### src/rtl/ofdm_frame_assembler_if.sv
// Sample-stream bundle between the frame assembler and its surroundings.
// The master side drives the requests and the input samples; the slave side is the assembler.
interface ofdm_frame_assembler_if;
  localparam int unsigned SW = 8;
  localparam int unsigned NW = 8;

  logic          tx_clr;
  logic          frame_req;
  logic [NW-1:0] n_sym;
  logic          train_start;
  logic [SW-1:0] train_re;
  logic [SW-1:0] train_im;
  logic          train_dv;
  logic          train_done;
  logic [SW-1:0] sym_re;
  logic [SW-1:0] sym_im;
  logic          sym_dv;
  logic          fifo_full;
  logic          busy;
  logic [SW-1:0] tx_re;
  logic [SW-1:0] tx_im;
  logic          tx_dv;
  logic          tx_frame_start;
  logic          tx_frame_end;
  logic          overflow;
  logic          underrun;

  modport master (
    output tx_clr, frame_req, n_sym,
    output train_re, train_im, train_dv, train_done,
    output sym_re, sym_im, sym_dv,
    input  train_start, fifo_full, busy,
    input  tx_re, tx_im, tx_dv, tx_frame_start, tx_frame_end,
    input  overflow, underrun
  );

  modport slave (
    input  tx_clr, frame_req, n_sym,
    input  train_re, train_im, train_dv, train_done,
    input  sym_re, sym_im, sym_dv,
    output train_start, fifo_full, busy,
    output tx_re, tx_im, tx_dv, tx_frame_start, tx_frame_end,
    output overflow, underrun
  );
endinterface

### src/rtl/ofdm_frame_assembler.sv
// Builds one transmit frame per request: training field followed by buffered data symbols.
// Data samples are queued in an internal FIFO so the data field can follow the training field.
module ofdm_frame_assembler #(
  parameter int unsigned FIFO_AW = 8,
  parameter int unsigned SYM_LEN = 80
) (
  input logic                 clk,
  input logic                 rst,
  ofdm_frame_assembler_if.slave bus
);
  localparam int unsigned SW    = 8;
  localparam int unsigned DEPTH = 1 << FIFO_AW;
  localparam int unsigned CNT_W = FIFO_AW + 1;
  localparam int unsigned LEN_W = 16;

  localparam logic [1:0] S_IDLE  = 2'd0;
  localparam logic [1:0] S_TRAIN = 2'd1;
  localparam logic [1:0] S_WAIT  = 2'd2;
  localparam logic [1:0] S_DATA  = 2'd3;

  logic [1:0]         state;
  logic [1:0]         state_nxt;
  logic [2*SW-1:0]    mem [DEPTH];
  logic [FIFO_AW-1:0] wr_ptr;
  logic [FIFO_AW-1:0] rd_ptr;
  logic [CNT_W-1:0]   count;
  logic [CNT_W-1:0]   count_nxt;
  logic [LEN_W-1:0]   smp_cnt;
  logic [LEN_W-1:0]   smp_total;
  logic               first_pend;
  logic               end_pend;

  logic               train_start;
  logic               fifo_full;
  logic               busy;
  logic [SW-1:0]      tx_re;
  logic [SW-1:0]      tx_im;
  logic               tx_dv;
  logic               tx_frame_start;
  logic               tx_frame_end;
  logic               overflow;
  logic               underrun;

  logic               clr;
  logic               accept;
  logic               emit;
  logic               pop;
  logic               starve;
  logic               last;
  logic               full_now;
  logic               wr_en;
  logic               drop;
  logic [SW-1:0]      emit_re;
  logic [SW-1:0]      emit_im;

  assign clr = rst | bus.tx_clr;

  // FIFO write side: a write at full only lands when a pop frees a slot the same cycle
  assign full_now  = (count == CNT_W'(DEPTH));
  assign wr_en     = bus.sym_dv & (~full_now | pop);
  assign drop      = bus.sym_dv & full_now & ~pop;
  assign count_nxt = count + CNT_W'(wr_en) - CNT_W'(pop);

  // Next state and the sample to put on the stream this cycle
  always_comb begin
    state_nxt = state;
    accept    = 1'b0;
    emit      = 1'b0;
    pop       = 1'b0;
    starve    = 1'b0;
    last      = 1'b0;
    emit_re   = '0;
    emit_im   = '0;
    case (state)
      S_IDLE: begin
        if (bus.frame_req) begin
          accept    = 1'b1;
          state_nxt = S_TRAIN;
        end
      end
      S_TRAIN: begin
        if (bus.train_dv) begin
          emit    = 1'b1;
          emit_re = bus.train_re;
          emit_im = bus.train_im;
        end
        if (bus.train_done) begin
          if (smp_total == '0) begin
            last      = 1'b1;
            state_nxt = S_IDLE;
          end else begin
            state_nxt = S_WAIT;
          end
        end
      end
      S_WAIT: begin
        if (count >= CNT_W'(SYM_LEN)) state_nxt = S_DATA;
      end
      S_DATA: begin
        // Stream never pauses: an empty FIFO yields a zero sample and flags underrun
        emit = 1'b1;
        if (count != '0) begin
          pop     = 1'b1;
          emit_re = mem[rd_ptr][2*SW-1:SW];
          emit_im = mem[rd_ptr][SW-1:0];
        end else begin
          starve = 1'b1;
        end
        if (smp_cnt == smp_total - LEN_W'(1)) begin
          last      = 1'b1;
          state_nxt = S_IDLE;
        end
      end
      default: state_nxt = S_IDLE;
    endcase
  end

  // FIFO storage is not reset; flushing the pointers is enough
  always_ff @(posedge clk) begin
    if (wr_en && !clr) mem[wr_ptr] <= {bus.sym_re, bus.sym_im};
  end

  // State, FIFO bookkeeping, counters and registered outputs
  always_ff @(posedge clk) begin
    if (clr) begin
      state          <= S_IDLE;
      wr_ptr         <= '0;
      rd_ptr         <= '0;
      count          <= '0;
      smp_cnt        <= '0;
      smp_total      <= '0;
      first_pend     <= 1'b0;
      end_pend       <= 1'b0;
      train_start    <= 1'b0;
      fifo_full      <= 1'b0;
      busy           <= 1'b0;
      tx_re          <= '0;
      tx_im          <= '0;
      tx_dv          <= 1'b0;
      tx_frame_start <= 1'b0;
      tx_frame_end   <= 1'b0;
      overflow       <= 1'b0;
      underrun       <= 1'b0;
    end else begin
      state     <= state_nxt;
      count     <= count_nxt;
      fifo_full <= (count_nxt == CNT_W'(DEPTH));
      if (wr_en) wr_ptr <= wr_ptr + FIFO_AW'(1);
      if (pop)   rd_ptr <= rd_ptr + FIFO_AW'(1);
      if (drop)   overflow <= 1'b1;
      if (starve) underrun <= 1'b1;

      if (emit) first_pend <= 1'b0;
      if (accept) begin
        smp_total  <= LEN_W'(bus.n_sym) * LEN_W'(SYM_LEN);
        smp_cnt    <= '0;
        first_pend <= 1'b1;
      end else if (state == S_DATA) begin
        smp_cnt <= smp_cnt + LEN_W'(1);
      end

      train_start    <= accept;
      busy           <= (state_nxt != S_IDLE);
      tx_dv          <= emit;
      tx_re          <= emit_re;
      tx_im          <= emit_im;
      tx_frame_start <= emit & first_pend;
      // End marker lands one cycle after the last sample it follows
      end_pend       <= last;
      tx_frame_end   <= end_pend;
    end
  end

  assign bus.train_start    = train_start;
  assign bus.fifo_full      = fifo_full;
  assign bus.busy           = busy;
  assign bus.tx_re          = tx_re;
  assign bus.tx_im          = tx_im;
  assign bus.tx_dv          = tx_dv;
  assign bus.tx_frame_start = tx_frame_start;
  assign bus.tx_frame_end   = tx_frame_end;
  assign bus.overflow       = overflow;
  assign bus.underrun       = underrun;
endmodule
### src/flat_wrapper.sv
// flat-port wrapper written by rule: the top's interface ports become plain ports
module ofdm_frame_assembler_flat 
#(
  parameter int unsigned FIFO_AW = 8,
  parameter int unsigned SYM_LEN = 80
)
  (clk, rst, bus_tx_clr, bus_frame_req, bus_n_sym, bus_train_re, bus_train_im, bus_train_dv, bus_train_done, bus_sym_re, bus_sym_im, bus_sym_dv, bus_train_start, bus_fifo_full, bus_busy, bus_tx_re, bus_tx_im, bus_tx_dv, bus_tx_frame_start, bus_tx_frame_end, bus_overflow, bus_underrun);
  ofdm_frame_assembler_if bus_i ();
  input logic clk;
  input logic rst;
  input wire logic [$bits(bus_i.tx_clr)-1:0] bus_tx_clr;
  input wire logic [$bits(bus_i.frame_req)-1:0] bus_frame_req;
  input wire logic [$bits(bus_i.n_sym)-1:0] bus_n_sym;
  input wire logic [$bits(bus_i.train_re)-1:0] bus_train_re;
  input wire logic [$bits(bus_i.train_im)-1:0] bus_train_im;
  input wire logic [$bits(bus_i.train_dv)-1:0] bus_train_dv;
  input wire logic [$bits(bus_i.train_done)-1:0] bus_train_done;
  input wire logic [$bits(bus_i.sym_re)-1:0] bus_sym_re;
  input wire logic [$bits(bus_i.sym_im)-1:0] bus_sym_im;
  input wire logic [$bits(bus_i.sym_dv)-1:0] bus_sym_dv;
  output wire logic [$bits(bus_i.train_start)-1:0] bus_train_start;
  output wire logic [$bits(bus_i.fifo_full)-1:0] bus_fifo_full;
  output wire logic [$bits(bus_i.busy)-1:0] bus_busy;
  output wire logic [$bits(bus_i.tx_re)-1:0] bus_tx_re;
  output wire logic [$bits(bus_i.tx_im)-1:0] bus_tx_im;
  output wire logic [$bits(bus_i.tx_dv)-1:0] bus_tx_dv;
  output wire logic [$bits(bus_i.tx_frame_start)-1:0] bus_tx_frame_start;
  output wire logic [$bits(bus_i.tx_frame_end)-1:0] bus_tx_frame_end;
  output wire logic [$bits(bus_i.overflow)-1:0] bus_overflow;
  output wire logic [$bits(bus_i.underrun)-1:0] bus_underrun;
  assign bus_i.tx_clr = bus_tx_clr;
  assign bus_i.frame_req = bus_frame_req;
  assign bus_i.n_sym = bus_n_sym;
  assign bus_i.train_re = bus_train_re;
  assign bus_i.train_im = bus_train_im;
  assign bus_i.train_dv = bus_train_dv;
  assign bus_i.train_done = bus_train_done;
  assign bus_i.sym_re = bus_sym_re;
  assign bus_i.sym_im = bus_sym_im;
  assign bus_i.sym_dv = bus_sym_dv;
  assign bus_train_start = bus_i.train_start;
  assign bus_fifo_full = bus_i.fifo_full;
  assign bus_busy = bus_i.busy;
  assign bus_tx_re = bus_i.tx_re;
  assign bus_tx_im = bus_i.tx_im;
  assign bus_tx_dv = bus_i.tx_dv;
  assign bus_tx_frame_start = bus_i.tx_frame_start;
  assign bus_tx_frame_end = bus_i.tx_frame_end;
  assign bus_overflow = bus_i.overflow;
  assign bus_underrun = bus_i.underrun;
  ofdm_frame_assembler #(.FIFO_AW(FIFO_AW), .SYM_LEN(SYM_LEN)) u_core (.clk(clk), .rst(rst), .bus(bus_i));
endmodule
### config.mk
export PLATFORM = sky130hd
export DESIGN_NAME = ofdm_frame_assembler_flat
export DESIGN_NICKNAME = d
export VERILOG_FILES = /design/src/rtl/ofdm_frame_assembler_if.sv /design/src/rtl/ofdm_frame_assembler.sv /design/src/flat_wrapper.sv
export SDC_FILE = /design/constraint.sdc
export NUM_CORES = 2
export LEC_CHECK = 0
export BUFFER_PORTS_ARGS = -buffer_cell sky130_fd_sc_hd__buf_2
export CAP_MARGIN = 20
export CORE_MARGIN = 3
export CORE_UTILIZATION = 42
export CTS_CLUSTER_DIAMETER = 150
export DETAILED_ROUTE_END_ITERATION = 8
export PLACE_DENSITY = 0.6
export SYNTH_ARGS = -nofsm -noshare
export SYNTH_HDL_FRONTEND = slang
export SYNTH_SLANG_ARGS = --single-unit
### constraint.sdc
create_clock -name clk -period 3.1 [get_ports clk]
set_input_delay 0.775 -clock clk [delete_from_list [all_inputs] [get_ports clk]]
set_output_delay 0.775 -clock clk [all_outputs]
set_load 0.02 [all_outputs]
; ---- Yosys cells after proc, flatten, opt, wreduce, memory -nomap -nowiden
; Memory sizes are Yosys's and may differ from the RTL's. A register that Yosys moved wholly into a read port is not among the register bits.
; Cells that the tools add are included.
; Widths: inputs -> output; s select.
[op_classes]
magnitude_cmp = 1
addsub = 6
reduce_logical = 8
n_mul = 1
n_eq_ne = 6
n_bitwise = 8
n_mux = 30
[op_table]
columns = operator, count
row1 = $mux 8, 6
row2 = $pmux 8 s2, 2
row3 = $eq 9x9->1 const B, 2
row4 = $add 16x1->16 const B, 1
row5 = $add 8x1->8 const B, 2
row6 = $eq 16x16->1, 1
row7 = $logic_not 16->1, 1
row8 = $sub 15x1->16 const B, 1
row9 = $mux 1, 14
row10 = $mul 8x3->11 const B, 1
row11 = $mux 2, 5
row12 = $add 9x1->9, 1
row13 = $ge 9x7->1 const B, 1
row14 = $reduce_bool 9->1, 1
row15 = $sub 9x1->9, 1
row16 = $pmux 2 s4, 1
row17 = $and 1x1->1, 4
row18 = $eq 2x2->1 const B, 2
row19 = $pmux 1 s2, 2
row20 = $reduce_bool 2->1, 2
row21 = $eq 2x1->1 const B, 1
row22 = $logic_not 2->1, 1
row23 = $not 1->1, 2
row24 = $or 1x1->1, 2
row25 = 3 further kinds, 3
[totals]
memories = 1
output_inout_bits = 24
wordCells = 79
ff_bits = 80
inputBits = 47
mem_bits_rw = 4096
[memory_table]
columns = memory, words, width, read_ports, rd_ports_with_merged_regs, wr, line_no
row1 = u_core.mem, 256, 16, 1, 1, 1, ofdm_frame_assembler.sv:23  ; logic [2*SW-1:0] mem [DEPTH];

; ---- Longest topological paths before layout
[logic_depth]
depth_word = 8
mapped_depth = 16

; ---- Least setup slack after synthesis
; OpenSTA, ideal clock, no wires.
[synth_path]
kind = reg-to-reg
from = register u_core.count[6]
to = register u_core.fifo_full, in the netlist u_core.bus.fifo_full
arrival_ps = 3193
path_slack_ps = -189
setup_ps = 96
path_stages_with_launch = 17
required_time_ps = 3004
path_buffers = 0
period_less_slack_ps = 3289
path_cell_list = dfxtp_1 -> inv_1 -> ha_1 -> and2_1 -> a21oi_1 -> ha_1 -> inv_1 -> ha_1 -> inv_1 -> fa_1 -> nand2b_1 -> a21oi_1 -> o21ai_0 -> a21oi_1 -> o221ai_1 -> xnor2_1 -> nor4b_1
[synth_via]
elab_chain_cells = 8
word_cells_on_any_way = 10
cone_classes = add/sub: 2 / eq/ne: 2 / mux: 2 / bitwise: 3 / reduce/logical: 1
[synth_rtl]
columns = item, line_no
row1 = start: declaration, ofdm_frame_assembler.sv:26  ; logic [CNT_W-1:0] count;
row2 = start signal: assignment, ofdm_frame_assembler.sv:146  ; count <= count_nxt;
row3 = $reduce_bool 9->1 (*), ofdm_frame_assembler.sv:102  ; if (count != '0) begin
row4 = $mux 1 (*), ofdm_frame_assembler.sv:102
row5 = $mux 1 (*), ofdm_frame_assembler.sv:74  ; case (state)
row6 = via u_core.pop, ofdm_frame_assembler.sv:47  ; logic pop;
row7 = $or 1x1->1, ofdm_frame_assembler.sv:60  ; assign wr_en = bus.sym_dv & (~full_now | pop);
row8 = $and 1x1->1, ofdm_frame_assembler.sv:60
row9 = $add 9x1->9, ofdm_frame_assembler.sv:62  ; assign count_nxt = count + CNT_W'(wr_en) - CNT_W'(pop);
row10 = $sub 9x1->9 (*), ofdm_frame_assembler.sv:62
row11 = $eq 9x9->1 (*), ofdm_frame_assembler.sv:147  ; fifo_full <= (count_nxt == CNT_W'(DEPTH));
row12 = end signal: assignment, ofdm_frame_assembler.sv:147
row13 = end: declaration, ofdm_frame_assembler.sv:34  ; logic fifo_full;
; Mark *: on every way through the listed nets, which the timed path passes. The rest lies on a longest branch.
; A chain may end at the register's enable or synchronous reset.

==> impl_metrics.json <==
{
  "max_stage_delay_ps": 500,
  "hp-start": "bus_train_re[7]",
  "yosysSeqAreaShare_pct": 77.1,
  "crit_family": "buffers and inverters",
  "status": "complete, but fails checks",
  "powerDensity_mw_per_mm2": 585,
  "cpMostUsedCell": "buf_4",
  "h-tree-depth": 5,
  "synth.most_common_cell": "edfxtp_1",
  "placed_cell_area_mm2": 0.181,
  "worstPathArrival_ps": 4040,
  "firstDrtPassIters": 6,
  "utilization_pct": 51.4,
  "crit_chain": "buf_12 -> buf_16 -> buf_16 -> buf_4 -> mux4_2 -> nand2_1 -> a32oi_4 -> buf_4 -> a22oi_2 -> a211oi_4 -> buf_4 -> a22o_1",
  "final-hold-violation-count": 0,
  "gp_congestion": 0.965,
  "netlist_instances": 7606,
  "synth_top_cell_area_share_pct": 76.0,
  "setup_tns_ps": -288,
  "fin_worst_skew_ps": 120,
  "critical_path_class": "flip-flop to flip-flop",
  "cp_max_fo": 13,
  "ys_async_sr_fraction_pct": 0,
  "setup_viol": 5,
  "cts_tree": "built",
  "worst_slew_margin_rel_pct": 35.2,
  "numPortBuffers": 70,
  "clock.fmax_mhz": 313,
  "crit_buf_inv": 6,
  "io-pin-count": 71,
  "syn_area_per_cell_um2": 21.3,
  "grt-ovfl-total": 0,
  "regToRegSetupSlack_ps": -90,
  "start_util_pct": 42.2,
  "grt_first_pass_wirelength_mm": 700,
  "first_iter_violations": 12500,
  "pwr-share-seq_pct": 53.9,
  "yosysUniqueCellTypes": 80,
  "synth_nets": 7690,
  "die_h_um": 627,
  "p_sw_w": 0.0234,
  "grt_usage_pct": 25.6,
  "clock-sinks": 4184,
  "vias": 87400,
  "wl_per_cell_um": 35.2,
  "min_period_over_period_pct": 103,
  "slowest_stage": "mux4_2",
  "clkTransAtPathRegs_ps": 60,
  "hpwl_mm": 331,
  "end_kind": "flip-flop",
  "reg2reg_to": "u_core.bus.tx_re[2]",
  "finalInstanceArea_mm2": 0.197,
  "reg2regPathDepth": 12,
  "num_rows": 227,
  "ant_nets": 0,
  "p_int_w": 0.0919,
  "pre_cts_slack_ps": -673,
  "die-area_mm2": 0.393,
  "combPwrFrac_pct": 1.9,
  "synthToLayoutAreaGrowth_pct": 21.8,
  "syn_area_mm2": 0.162,
  "die_w_um": 627,
  "p_leak_nw": 62.0,
  "wirelength_mm": 507,
  "nNetsFinal": 9068,
  "ir_drop_uv": 498,
  "synth_area_leaders": "edfxtp_1 (76%), mux4_2 (13%), mux2i_1 (1.3%), dfxtp_1 (1.1%), nor2_1 (0.89%)",
  "synthFlopType": "edfxtp_1",
  "via_per_inst": 6.07,
  "root_buffer": "clkbuf_16",
  "synth-seq-cells": 4184,
  "cts_made_buffers": 424,
  "synth_edf_count": 4096,
  "slew_viol_final": 0,
  "clock_latency_ps": 1010,
  "netlist_top_cells_count": "edfxtp_1 (4096), mux4_2 (970), nor2_1 (382)",
  "core-area_mm2": 0.383,
  "antenna_found_initial": 43,
  "hold_end": "u_core.bus.tx_re[7]",
  "cts.path.max_buffers": 4,
  "hp-class": "input pin to flip-flop",
  "max_cap_viol_count": 0,
  "critPathLaunchType": "flip-flop",
  "holdPathStages": 3,
  "p_clk_share_pct": 44.2,
  "route.detailed.drc": 0,
  "total_power_w": 0.115,
  "cp.required_ps": 3950,
  "layout_setup_ws_ps": -92.2,
  "synth_warnings": 0,
  "grt_pass1_vias": 86500,
  "rsz0062_at_grt": "true",
  "layout_min_cycle_time_ps": 3190,
  "drive_gt1_share_pct": 35.3,
  "violations": "setup timing",
  "yosys.area.top_type": "edfxtp_1",
  "tightest_slew_ps": 965,
  "grt_max_degree": 110,
  "p_sw_share_pct": 20.3
}
## how the worst max path moves through the flow
stage / startpoint / end / slack (ps) / depth (start not counted)
floorplan: bus_tx_clr / u_core.mem[175][0] / -140 / 6
global placement: flip-flop / u_core.bus.tx_im[5] / -680 / 9
detailed placement: flip-flop / u_core.bus.tx_im[5] / -670 / 12
CTS: flip-flop / u_core.bus.tx_re[2] / -40 / 12
global route: flip-flop / u_core.bus.tx_re[2] / -110 / 12
finish: flip-flop / u_core.bus.tx_re[2] / -90 / 12
## per-stage QoR
stage | cells | hold slack [ps]
after CTS | 14300 | 0.425
after floorplan | 7606 | 406
after global routing | 14400 | 33.1
final | 14400 | 73.4
after detailed placement | 13500 | 448
after global placement | 13500 | 445
## power groups by stage
stage	clock [W]	combinational, W	sequential [W]
after global routing	0.0538	0.00237	0.0621
after detailed placement	0	0.00208	0.0633
after floorplan	0	0.000428	0.0633
after global placement	0	0.00199	0.0633
after CTS	0.0516	0.00212	0.0621
final	0.0509	0.00225	0.0621
## registers in the layout (all words and copies together) (netlist names), named ones only
register and count:
u_core.bus.underrun 1, u_core.rd_ptr 8, u_core.first_pend 1, u_core.bus.overflow 1
u_core.wr_ptr 8, u_core.mem 4096, u_core.smp_total 11, u_core.state 2
u_core.bus.train_start 1, u_core.bus.tx_im 8, u_core.bus.tx_frame_start 1, u_core.smp_cnt 16
u_core.count 9, u_core.bus.busy 1, u_core.end_pend 1, u_core.bus.fifo_full 1
u_core.bus.tx_frame_end 1, u_core.bus.tx_dv 1, u_core.bus.tx_re 8
## kinds of logic after synthesis
logic type	Yosys count	synth area share [%]
flops	4184	77.1
mux	1217	15.2
compound gates	636	2.69
fa+ha+maj	37	0.295
xor+xnor	53	0.287
simple gates	1017	2.77
buf+inv	462	1.73
## routing by layer
layer,GRT usage [%],part of all wire [%],vias to the layer above
li1,-,-,34700
met1,35.2,38,46600
met2,39.3,46,5096
met3,5.54,11,946
met4,11.4,5.2,18
met5,0,0.028,-
## layout make-up
class | instances | area, um2
fill | 29800 | 186000
inverter | 33 | 148
antenna | 28 | 70.1
sequential | 4184 | 125000
clock inverter | 243 | 2610
multi-input combinational | 2960 | 35700
timing repair buffer | 1381 | 16200
tap | 5038 | 6300
clock buffer | 538 | 11300
## worst min-delay path, cell delays in order
cell and delay [ps]:
buf_2 130, nand2_1 60, o31ai_1 50
## cells in the final DEF (no fill, tap or decap), types with 54 or more instances in the layout
cell / Yosys / final
buf_4: 62 / 840
edfxtp_1: 4096 / 4096
dfxtp_1: 88 / 77
clkinv_1: 3 / 77
clkbuf_1: 162 / 100
a22oi_1: 76 / 69
buf_2: 109 / 54
clkinv_2: 0 / 86
nor3_1: 80 / 59
mux2i_1: 214 / 208
mux4_2: 970 / 970
a21oi_1: 110 / 97
nor2_1: 382 / 263
buf_12: 12 / 410
clkbuf_16: 0 / 432
nor2_2: 0 / 115
o22ai_1: 134 / 122
nand2_1: 322 / 301
## what timing repair did
action | 4_1_cts | 5_1_grt
hold endpoints to repair | 2 | 0
setup buffers | 32 | 33
setup endpoints to repair | 20 | 257
gates cloned | 7 | 1
gates resized for setup | 173 | 124
pin swaps | 20 | 20
hold buffers | 2 | 0
No activity file was read; power rests on OpenSTA's default activity.
